===== src/rtl/uart_tx_queue.sv =====
// uart_tx_queue: byte queue between a bus-side write port and a UART sender.
// Bytes are held in a circular buffer and drained one at a time through a
// three-state handshake on tx_en / tx_status.
// Optional feature macro: UART_TXQ_OVERFLOW_FLAG_EN adds a sticky overflow
// output that records any write dropped because the queue was full.
module uart_tx_queue #(
  parameter int DEPTH = 8,
  parameter int AW    = 3
) (
  input  logic          sysclk,
  input  logic          reset,
  input  logic          wr_en,
  input  logic [7:0]    wr_data,
  output logic          full,
  output logic          empty,
  output logic [AW:0]   count,
  output logic [7:0]    tx_data,
  output logic          tx_en,
  input  logic          tx_status
`ifdef UART_TXQ_OVERFLOW_FLAG_EN
  ,
  output logic          overflow
`endif
);

  localparam logic [AW:0] DEPTH_C = (AW+1)'(DEPTH);

  typedef enum logic [1:0] {
    IDLE,
    LAUNCH,
    WAIT_IDLE
  } state_t;

  state_t        state;
  state_t        state_next;
  logic [7:0]    mem [DEPTH];
  logic [AW-1:0] wr_ptr;
  logic [AW-1:0] rd_ptr;
  logic [AW:0]   count_next;
  logic          push;
  logic          pop;

  // A write is accepted only when the queue was not full before this edge,
  // so a pop on the same edge cannot make room for it.
  assign push = wr_en & ~full;

  // Next-state logic for the drain handshake; pop fires on leaving IDLE.
  always_comb begin
    state_next = state;
    pop        = 1'b0;
    case (state)
      IDLE: begin
        if (!empty && tx_status) begin
          state_next = LAUNCH;
          pop        = 1'b1;
        end
      end
      LAUNCH: begin
        if (!tx_status) state_next = WAIT_IDLE;
      end
      WAIT_IDLE: begin
        if (tx_status) state_next = IDLE;
      end
      default: state_next = IDLE;
    endcase
  end

  // Occupancy after this edge; simultaneous push and pop cancel out.
  always_comb begin
    count_next = count;
    case ({push, pop})
      2'b10:   count_next = count + 1'b1;
      2'b01:   count_next = count - 1'b1;
      default: count_next = count;
    endcase
  end

  // Drain FSM state register.
  always_ff @(posedge sysclk or negedge reset) begin
    if (!reset) state <= IDLE;
    else        state <= state_next;
  end

  // Storage array; contents are don't-care until written, so no reset.
  always_ff @(posedge sysclk) begin
    if (push) mem[wr_ptr] <= wr_data;
  end

  // Pointers, occupancy and the registered full/empty flags.
  always_ff @(posedge sysclk or negedge reset) begin
    if (!reset) begin
      wr_ptr <= '0;
      rd_ptr <= '0;
      count  <= '0;
      full   <= 1'b0;
      empty  <= 1'b1;
    end else begin
      if (push) wr_ptr <= wr_ptr + 1'b1;
      if (pop)  rd_ptr <= rd_ptr + 1'b1;
      count <= count_next;
      full  <= (count_next == DEPTH_C);
      empty <= (count_next == '0);
    end
  end

  // UART-side outputs: tx_data captures the head byte on pop and holds it,
  // tx_en mirrors residence in LAUNCH one register stage after the decision.
  always_ff @(posedge sysclk or negedge reset) begin
    if (!reset) begin
      tx_data <= 8'h00;
      tx_en   <= 1'b0;
    end else begin
      if (pop) tx_data <= mem[rd_ptr];
      tx_en <= (state_next == LAUNCH);
    end
  end

`ifdef UART_TXQ_OVERFLOW_FLAG_EN
  // Sticky record of any write that arrived while the queue was full.
  always_ff @(posedge sysclk or negedge reset) begin
    if (!reset)            overflow <= 1'b0;
    else if (wr_en && full) overflow <= 1'b1;
  end
`endif

endmodule


===== config.mk =====
export PLATFORM = sky130hd
export DESIGN_NAME = uart_tx_queue
export DESIGN_NICKNAME = d
export VERILOG_FILES = /design/src/rtl/uart_tx_queue.sv
export SDC_FILE = /design/constraint.sdc
export NUM_CORES = 1
export LEC_CHECK = 0
export CAP_MARGIN = 15
export CORE_UTILIZATION = 56
export CTS_CLUSTER_SIZE = 40
export DETAILED_ROUTE_END_ITERATION = 8
export PLACE_DENSITY = 0.77
export RECOVER_POWER = 100
export REMOVE_ABC_BUFFERS = 1
export SLEW_MARGIN = 20
export SYNTH_ARGS = -nofsm -noshare
export SYNTH_HDL_FRONTEND = slang
export SYNTH_SLANG_ARGS = --single-unit

===== constraint.sdc =====
create_clock -name sysclk -period 5.6 [get_ports sysclk]
set_clock_uncertainty 0.1 [all_clocks]
set_input_delay 0.84 -clock sysclk [delete_from_list [all_inputs] [get_ports sysclk]]
set_output_delay 0.84 -clock sysclk [all_outputs]
set_load 0.01 [all_outputs]

==> results of run 1 <==
-- final cells by class --
cell class / count / area, um2
fill: 425 / 2006
timing repair buffer: 28 / 261.5
clock buffer: 10 / 127.6
sequential: 87 / 2500
multi-input combinational: 107 / 960.9
inverter: 4 / 16.27
tap: 75 / 93.84
clock inverter: 6 / 60.06
-- stage by stage --
stage          std cells  hold WS [ns]  power (mW)  setup WS, ns
5_1_grt              317        0.4298       2.050         1.267
6_report             317        0.3901       1.943         1.518
3_5_place_dp         301        0.3872       1.578         1.790
2_1_floorplan        198        0.3718       1.348         2.484
4_1_cts              317        0.4056       1.991         2.156
3_3_place_gp         301        0.3612       1.560         1.841
-- flip-flops by register name (all words and copies together), names as in the netlist --
name     cells
state        2
empty        1
tx_data      8
full         1
wr_ptr       3
tx_en        1
count        4
rd_ptr       3
mem         64
-- path summary, 6_finish.rpt --
kind                       cells past startpoint  slack, ns          to
setup / recovery                               9       1.52        full
max in group asynchronous                      1       3.85   rd_ptr[0]
setup reg to reg                               8       2.10        full
min in group asynchronous                      1       0.67    state[0]
hold / removal                                 2       0.39  tx_data[7]
hold reg to reg                                2       0.39  tx_data[7]
-- cell usage in the layout, fill, tap and decap left out, types with 2 or more instances in the layout --
master	instances
clkbuf_1	4
mux4_2	16
nand2b_1	3
clkbuf_8	9
dfrtp_1	21
nor2_1	9
a21oi_1	2
ha_1	4
nor3_1	5
edfxtp_1	64
dlygate4sd3_1	25
nor2b_1	2
nand2_1	22
clkinv_1	2
nor3b_1	3
mux2i_1	8
xnor2_1	7
o21ai_0	8
inv_1	3
-- where the power goes --
part           total, mW  internal (mW)  switching, mW
Combinational      0.538          0.303          0.236
Sequential         0.986          0.830          0.156
Clock              0.418          0.205          0.213
-- cells by family (layout without fill, tap and decap cells) --
logic type	count (synthesis)	count (layout)
muxes	25	25
DFF	87	87
adders and majority gates	4	4
buffers and inverters	15	48
AOI/OAI and AO/OA	18	18
and+or+nand+nor	53	53
xor gates and xnor gates	7	7
-- layer usage --
metal / part of all wire [%] / vias up / track usage, %
li1: - / 860 / -
met5: 0 / - / 0
met3: 3.8 / 17 / 3.667
met4: 3.0 / 0 / 12.14
met1: 43 / 932 / 25.04
met2: 50 / 57 / 33.92
-- worst max-delay path: stages --
cell,delay [ns]
dlygate4sd3_1,0.58
or4b_1,0.86
clkinvlp_2,0.38
ha_1,0.29
nor4bb_1,0.36
a311oi_2,0.09
and4_1,0.25
a2111o_1,0.41
nor2b_2,0.16
==> results.txt, run 1 <==
# clock sinks: 87
Setup-failing EPs final: 0
Max-Cap Viols: 0
PwrDens: 483.2 nW/um2
ys async rst share: 26.44%
Setup TNS: 0 ns
core area: 6026 um2
xor/xnor share of the synthesized area: 1.731%
grt ovf: 0
WL final: 5.963 mm
max_slew headroom: 10.92%
CTS Root Cell: clkbuf_8
antenna fix cells: 0
Final Hold Viols: 0
Cell Area, Synth: 3541 um2
min-delay src: tx_data[7]
worst r2r src: state[1]
Die Y: 81.52 um
htree depth: 3
status: finished clean
number of flops mapped to enable cells by yosys: 64
crit path from: tx_status
main combinational cell family by area after synthesis: multiplexers
Compound-Gate Fraction of Synth Area: 3.498%
nets@finish: 253
CTS resizes: 0
post-CTS setup buffer count: 0
Max VDD drop: 0.3259 mV
syn avg cell area: 16.94 um2
DR iter-0 viols: 150
clock-pin slew on the worst setup and hold paths: 0.08 ns
CTS tree: yes
initial core utilization: 58.76%
DR vias/cell: 5.886
hold buffer count at CTS: 0
ranking of synthesized cells by area: edfxtp_1, dfrtp_1, mux4_2
critical path data required time: 5.74 ns
most common library cells after synthesis: edfxtp_1, dfrtp_1, nand2_1
Max Freq: 245.0 MHz
critical path startpoint category: input pin
DRC violations left: 0
max-slew violations: 0
IO Pins: 27
worst skew pair latency: 0.35 ns
top cell type by total area after synthesis: edfxtp_1
Lkg Pwr: 1.429 nW
vias in the first global route: 1828
Ys Warns: 0
Synth Register Bits: 87
simple logic cell fraction of the synthesized area: 7.986%
post-synth top area share: 54.28%
placed inst area: 3857 um2
WL/cell: 18.81 um
drt pass-1 iters: 5
Final Cell Area: 4020 um2
final core occ: 66.72%
crit path kind: input pin to flop
RD Place Congestion: 0.8227
RSZ-0062 raised after global routing: no
Tightest Hold Check Type: flop to flop
All-Layer GR Usage: 20.40%
largest net degree at the start of global routing: 24
worst-margin pin slew: 1.336 ns
die width: 81.52 um
Period minus WS final: 4.082 ns
Num CTS Buffers: 9
adder-cell share of the synthesized area: 1.413%
most frequent cell after synthesis: edfxtp_1
CP max FO: 23
initial antenna violation count: 0
HPWL after DPL: 3.787 mm
IO buf count: 26
share of cells above drive strength 1: 14.88%
post-synthesis cell type count: 39
post-synthesis mux area share: 12.76%
first-pass GRT wire length: 9.170 mm
Layout Area Growth over Synthesis: 13.53%
Cells after Synth: 209
Final Cycle Share: 72.90%
dominant synthesized flop cell: edfxtp_1
sequential share of the synthesized area: 70.57%
Arr. time, crit path: 4.22 ns
via count: 1866
clock buffer depth: 2
die area: 6645 um2
Final ANT Viol Nets: 0
row count: 28
Worst Setup End Kind: flop
Power figures use the tool's default switching activity.
==> run 2, diff against run 1 <==
--- a/config.mk
+++ b/config.mk
@@ -6,10 +6,10 @@
 export NUM_CORES = 1
 export LEC_CHECK = 0
 export CAP_MARGIN = 15
-export CORE_UTILIZATION = 56
+export CORE_UTILIZATION = 52
 export CTS_CLUSTER_SIZE = 40
 export DETAILED_ROUTE_END_ITERATION = 8
-export PLACE_DENSITY = 0.77
+export PLACE_DENSITY = 0.75
 export RECOVER_POWER = 100
 export REMOVE_ABC_BUFFERS = 1
 export SLEW_MARGIN = 20
==> constraint.sdc (replaced) <==
create_clock -name sysclk -period 3.62 [get_ports sysclk]
set_clock_uncertainty 0.1 [all_clocks]
set_input_delay 0.543 -clock sysclk [delete_from_list [all_inputs] [get_ports sysclk]]
set_output_delay 0.543 -clock sysclk [all_outputs]
set_load 0.01 [all_outputs]
==> run 2 against run 1 <==
  * The flow now finishes with violations (DRC)
  * Critical path depth unchanged
  * Register-to-register slack got worse by 1.4 ns
  * Non-clock buffer count increased by 11
  * Total power increased by 61%
  * Sequential share of layout area decreased by 1.4 points
  * First-iteration DRC count decreased by 8.7%
  * Wire length decreased by 0.10%
  * Die area increased by 7.5%
  * Clock power increased by 81%
  * Utilization decreased by 3.1 points
  * Global-route usage decreased by 1.9 points
  * Sequential power increased by 49%
  * Critical path type unchanged
  * Highest routed layer unchanged
==> results.txt, run 2 (synthesized netlist as in run 1, its figures left out) <==
RSZ-0062 raised after global routing: no
Post-Layout Cell Count: 330
Max Freq: 313.8 MHz
max-slew violations: 0
share of cells above drive strength 1: 15.02%
All-Layer GR Usage: 18.45%
Largest regs: mem x64, tx_data x8, count x4
first-pass GRT wire length: 9.473 mm
area of the multi-input gates: 958.4 um2
CTS Root Cell: clkbuf_8
antenna fix cells: 0
row count: 29
Final Cycle Share: 88.04%
Tightest Hold Check Type: input pin to async pin
FF/Latch Area: 2499 um2
clock buffer depth: 2
final core occ: 63.62%
Die Y: 84.52 um
htree depth: 3
via count: 1857
max_slew headroom: 13.55%
Critical Path End: full
dpl cells: 314
CTS resizes: 0
Final Hold Viols: 0
critical path startpoint category: input pin
status: finished, violations left
Period minus WS final: 3.187 ns
Final ANT Viol Nets: 0
crit path kind: input pin to flop
most frequent cells in the layout: edfxtp_1, dlygate4sd3_1, nand2_1, dfrtp_1, mux4_2
worst-margin pin slew: 1.297 ns
DRC violations left: 3
violated checks: DRC
WL final: 5.957 mm
wire length on met3: 312 um
CP max FO: 7
largest net degree at the start of global routing: 24
Setup TNS: 0 ns
Design Power: 3.127 mW
top layer in use: met4
crit path from: tx_status
Arr. time, crit path: 3.32 ns
IO buf count: 26
HPWL after DPL: 3.877 mm
drt pass-1 iters: 6
grt ovf: 0
hold buffer count at CTS: 0
Max VDD drop: 0.4412 mV
Largest register FFs: 64
clock-pin slew on the worst setup and hold paths: 0.09 ns
# clock sinks: 87
Layout Area Growth over Synthesis: 16.04%
Met1 Routed Length: 2.579 mm
Lkg Pwr: 1.472 nW
initial core utilization: 54.82%
post-CTS setup buffer count: 0
die area: 7144 um2
IO Pins: 27
vias in the first global route: 1786
reg2reg end: full
nets@finish: 264
WL/cell: 18.05 um
critical path data required time: 3.76 ns
Max-Cap Viols: 0
initial antenna violation count: 0
Setup-failing EPs final: 0
Fillers: 484
Num CTS Buffers: 9
PwrDens: 761.0 nW/um2
Worst Setup End Kind: flop
most common cell after layout, fill and taps aside: edfxtp_1
worst skew pair latency: 0.35 ns
DR iter-0 viols: 137
reg-to-reg slack, setup: 0.73 ns
CTS tree: yes
worst r2r path cells: 8
core area: 6459 um2
metal2 WL: 2.991 mm
RD Place Congestion: 0.8223
worst r2r src: state[1]
die width: 84.52 um
DR vias/cell: 5.627
Largest Register: mem
==> run 2: final cells by class <==
cell class | instances | share of cell area, %
sequential | 87 | 60.81
multi-input combinational | 107 | 23.33
tap | 77 | 2.345
clock buffer | 10 | 3.350
timing repair buffer | 39 | 7.460
inverter | 4 | 0.4872
clock inverter | 6 | 2.223
==> run 2: stage by stage <==
stage               hold WS (ns)  worst slack, ns  instance area, um2
finish                    0.3551           0.4330                4109
global route              0.3978           0.3669                4109
CTS                       0.3929           0.5782                4172
detailed placement        0.3729           0.1994                3943
global placement          0.3625           0.3480                3943
floorplan                 0.1474           0.8006                3488
==> run 2: how the worst min path moves through the flow <==
stage | start | end | slack, ns | cells after the start
final | reset | full | 0.36 | 1
after floorplan | reset | count[0] | 0.15 | 0
after detailed placement | tx_data[2] | tx_data[2] | 0.37 | 2
after global placement | tx_data[5] | tx_data[5] | 0.36 | 2
after CTS | tx_data[2] | tx_data[2] | 0.39 | 2
after global routing | state[1] | tx_en | 0.40 | 1
==> run 2: critical path, stage by stage <==
cell	delay, ns
dlygate4sd3_1	0.57
or4b_1	0.52
clkinv_4	0.11
ha_1	0.25
nor4bb_1	0.41
a311oi_2	0.10
and4_1	0.26
a2111o_1	0.41
nor2b_1	0.15
==> run 2: power by group <==
part           leakage [nW]  internal [mW]  total [mW]  switching, mW
Clock                 0.117          0.411       0.757          0.346
Combinational         0.497          0.482       0.904          0.423
Sequential            0.858           1.28        1.47          0.183
Total                  1.47           2.18        3.13          0.951
==> run 2: layer usage <==
metal  track usage [%]  vias to the layer above
met2             30.38                       50
li1                  -                      876
met5                 0                        -
met3             3.048                        8
met4             6.934                        0
met1             25.14                      923
==> run 3, diff against run 2 <==
--- a/config.mk
+++ b/config.mk
@@ -6,10 +6,14 @@
 export NUM_CORES = 1
 export LEC_CHECK = 0
 export CAP_MARGIN = 15
-export CORE_UTILIZATION = 52
+export CELL_PAD_IN_SITES_DETAIL_PLACEMENT = 2
+export CELL_PAD_IN_SITES_GLOBAL_PLACEMENT = 2
+export CORE_ASPECT_RATIO = 1.5
+export CORE_MARGIN = 3
+export CORE_UTILIZATION = 39
 export CTS_CLUSTER_SIZE = 40
 export DETAILED_ROUTE_END_ITERATION = 8
-export PLACE_DENSITY = 0.75
+export PLACE_DENSITY_LB_ADDON = 0.1
 export RECOVER_POWER = 100
 export REMOVE_ABC_BUFFERS = 1
 export SLEW_MARGIN = 20
==> run 3 against run 2 <==
  * The run now ends clean
  * Clock-buffer cell count shrank 1
  * Sequential share of layout area down 2.0 points
  * Critical path depth is the same
  * Clock power rose by 26%
  * Final area up 3.4%
  * Sequential power barely moved
  * Register-to-register slack improved by 0.02 ns
  * Wire length up 33%
  * Combinational power is 4.9% higher
  * Flip-flop and latch count stayed put
==> results.txt, run 3 (synthesized netlist as in run 1, its figures left out) <==
max_slew headroom: 8.156%
Num CTS Buffers: 9
CP max FO: 7
critical path data required time: 3.72 ns
Arr. time, crit path: 3.28 ns
min-delay src: tx_data[7]
# clock sinks: 87
initial antenna violation count: 0
worst skew pair latency: 0.33 ns
WL/cell: 21.70 um
row count: 42
Final Cycle Share: 87.64%
RSZ-0062 raised after global routing: no
die area: 10280 um2
worst r2r src: state[1]
Lkg Pwr: 1.519 nW
worst-margin pin slew: 1.378 ns
drt pass-1 iters: 4
share of cells above drive strength 1: 14.96%
Worst Setup End Kind: flop
Setup TNS: 0 ns
DRC violations left: 0
switching part of the total: 30.25%
Layout Area Growth over Synthesis: 19.96%
Final ANT Viol Nets: 0
max-slew violations: 0
most frequent cells in the layout: edfxtp_1, dlygate4sd3_1, nand2_1, dfrtp_1, mux4_2
Max Freq: 315.2 MHz
nets@finish: 265
Largest register FFs: 64
via count: 1970
Setup Slack @ Placement: 0.2097 ns
hold buffer count at CTS: 0
Psw: 1.028 mW
clock buffer depth: 2
PwrDens: 800.3 nW/um2
All-Layer GR Usage: 16.96%
Largest Register: mem
htree depth: 3
DR vias/cell: 5.412
Power Internal: 2.371 mW
clock-pin slew on the worst setup and hold paths: 0.06 ns
IO Pins: 27
WL final: 7.900 mm
HPWL after DPL: 5.466 mm
Gate power share: 27.9%
initial core utilization: 40.11%
Tightest Hold Check Type: flop to flop
final worst setup slack: 0.4476 ns
status: finished clean
Max VDD drop: 0.3276 mV
CTS resizes: 0
Period minus WS final: 3.172 ns
Largest regs: mem x64, tx_data x8, count x4
RD Place Congestion: 0.6835
post-CTS setup buffer count: 0
Flop pwr share: 44.0%
core area: 8828 um2
crit path from: tx_status
most common cell after layout, fill and taps aside: edfxtp_1
Fillers: 814
crit path kind: input pin to flop
antenna fix cells: 0
IO buf count: 26
Max-Cap Viols: 0
first-pass GRT wire length: 12.79 mm
Die Y: 122.7 um
grt ovf: 0
vias in the first global route: 2217
die width: 83.80 um
Setup-failing EPs final: 0
CTS tree: yes
CTS Root Cell: clkbuf_16
Final Hold Viols: 0
critical path startpoint category: input pin
largest net degree at the start of global routing: 24
Clk pwr share: 28.1%
DR iter-0 viols: 113
==> run 3: cell types whose count changed in the layout (fill, tap and decap cells not counted), sizes merged <==
cell and change:
buf +1, clkbuf -2, clkinv +2, dlygate4sd3 +1
inv -1
==> run 3: area by class of cell <==
cell class,count,area [um2],share of cell area [%]
Clock buffer,9,225.2,5.302
Clock inverter,7,87.58,2.062
Inverter,4,20.02,0.4713
Multi-Input combinational cell,107,958.4,22.56
Sequential cell,87,2499,58.82
Tap cell,110,137.6,3.240
Timing Repair Buffer,40,320.3,7.541
==> run 3: path summary, 6_finish.rpt <==
check / to / slack (ns) / depth (start not counted)
worst max-delay path: full / 0.45 / 9
worst min-delay path: tx_data[7] / 0.39 / 2
worst max register to register: full / 0.75 / 8
worst min register to register: tx_data[7] / 0.39 / 2
max in group asynchronous: full / 1.65 / 2
min in group asynchronous: tx_data[2] / 0.94 / 2
==> run 3: worst max-delay path, cell delays in order <==
cell	delay, ns
dlygate4sd3_1	0.58
or4b_1	0.53
clkinv_4	0.11
ha_1	0.25
nor4bb_1	0.38
a311oi_2	0.09
and4_1	0.23
a2111o_1	0.42
nor2b_1	0.14
==> run 3: metrics by stage <==
| stage | hold WS (ns) | total power, mW | area (um2) | util, % | std cells |
|---|---|---|---|---|---|
| 6_report | 0.3912 | 3.399 | 4248 | 48.12 | 364 |
| 5_1_grt | 0.4377 | 3.619 | 4248 | 48.12 | 364 |
| 4_1_cts | 0.4051 | 3.532 | 4304 | 48.75 | 364 |
| 3_5_place_dp | 0.3812 | 2.557 | 3991 | 45.21 | 348 |
| 3_3_place_gp | 0.3622 | 2.486 | 3991 | 45.21 | 348 |
| 2_1_floorplan | 0.1474 | 2.086 | 3488 | - | 198 |
==> run 3: metal layers <==
| metal | part of all wire, % | global-route usage (%) | up-vias |
|---|---|---|---|
| li1 | - | - | 883 |
| met1 | 40 | 20.03 | 1051 |
| met2 | 56 | 30.93 | 29 |
| met5 | 0 | 0 | - |
| met3 | 2.2 | 3.022 | 7 |
| met4 | 1.3 | 6.036 | 0 |
==> run 3: power groups by stage <==
| stage | sequential [mW] | combinational [mW] | clock, mW |
|---|---|---|---|
| final | 1.50 | 0.948 | 0.956 |
| after global routing | 1.54 | 1.06 | 1.02 |
| after CTS | 1.51 | 1.04 | 0.983 |
| after detailed placement | 1.52 | 1.03 | 0 |
| after global placement | 1.49 | 0.992 | 0 |
| after floorplan | 1.52 | 0.569 | 0 |
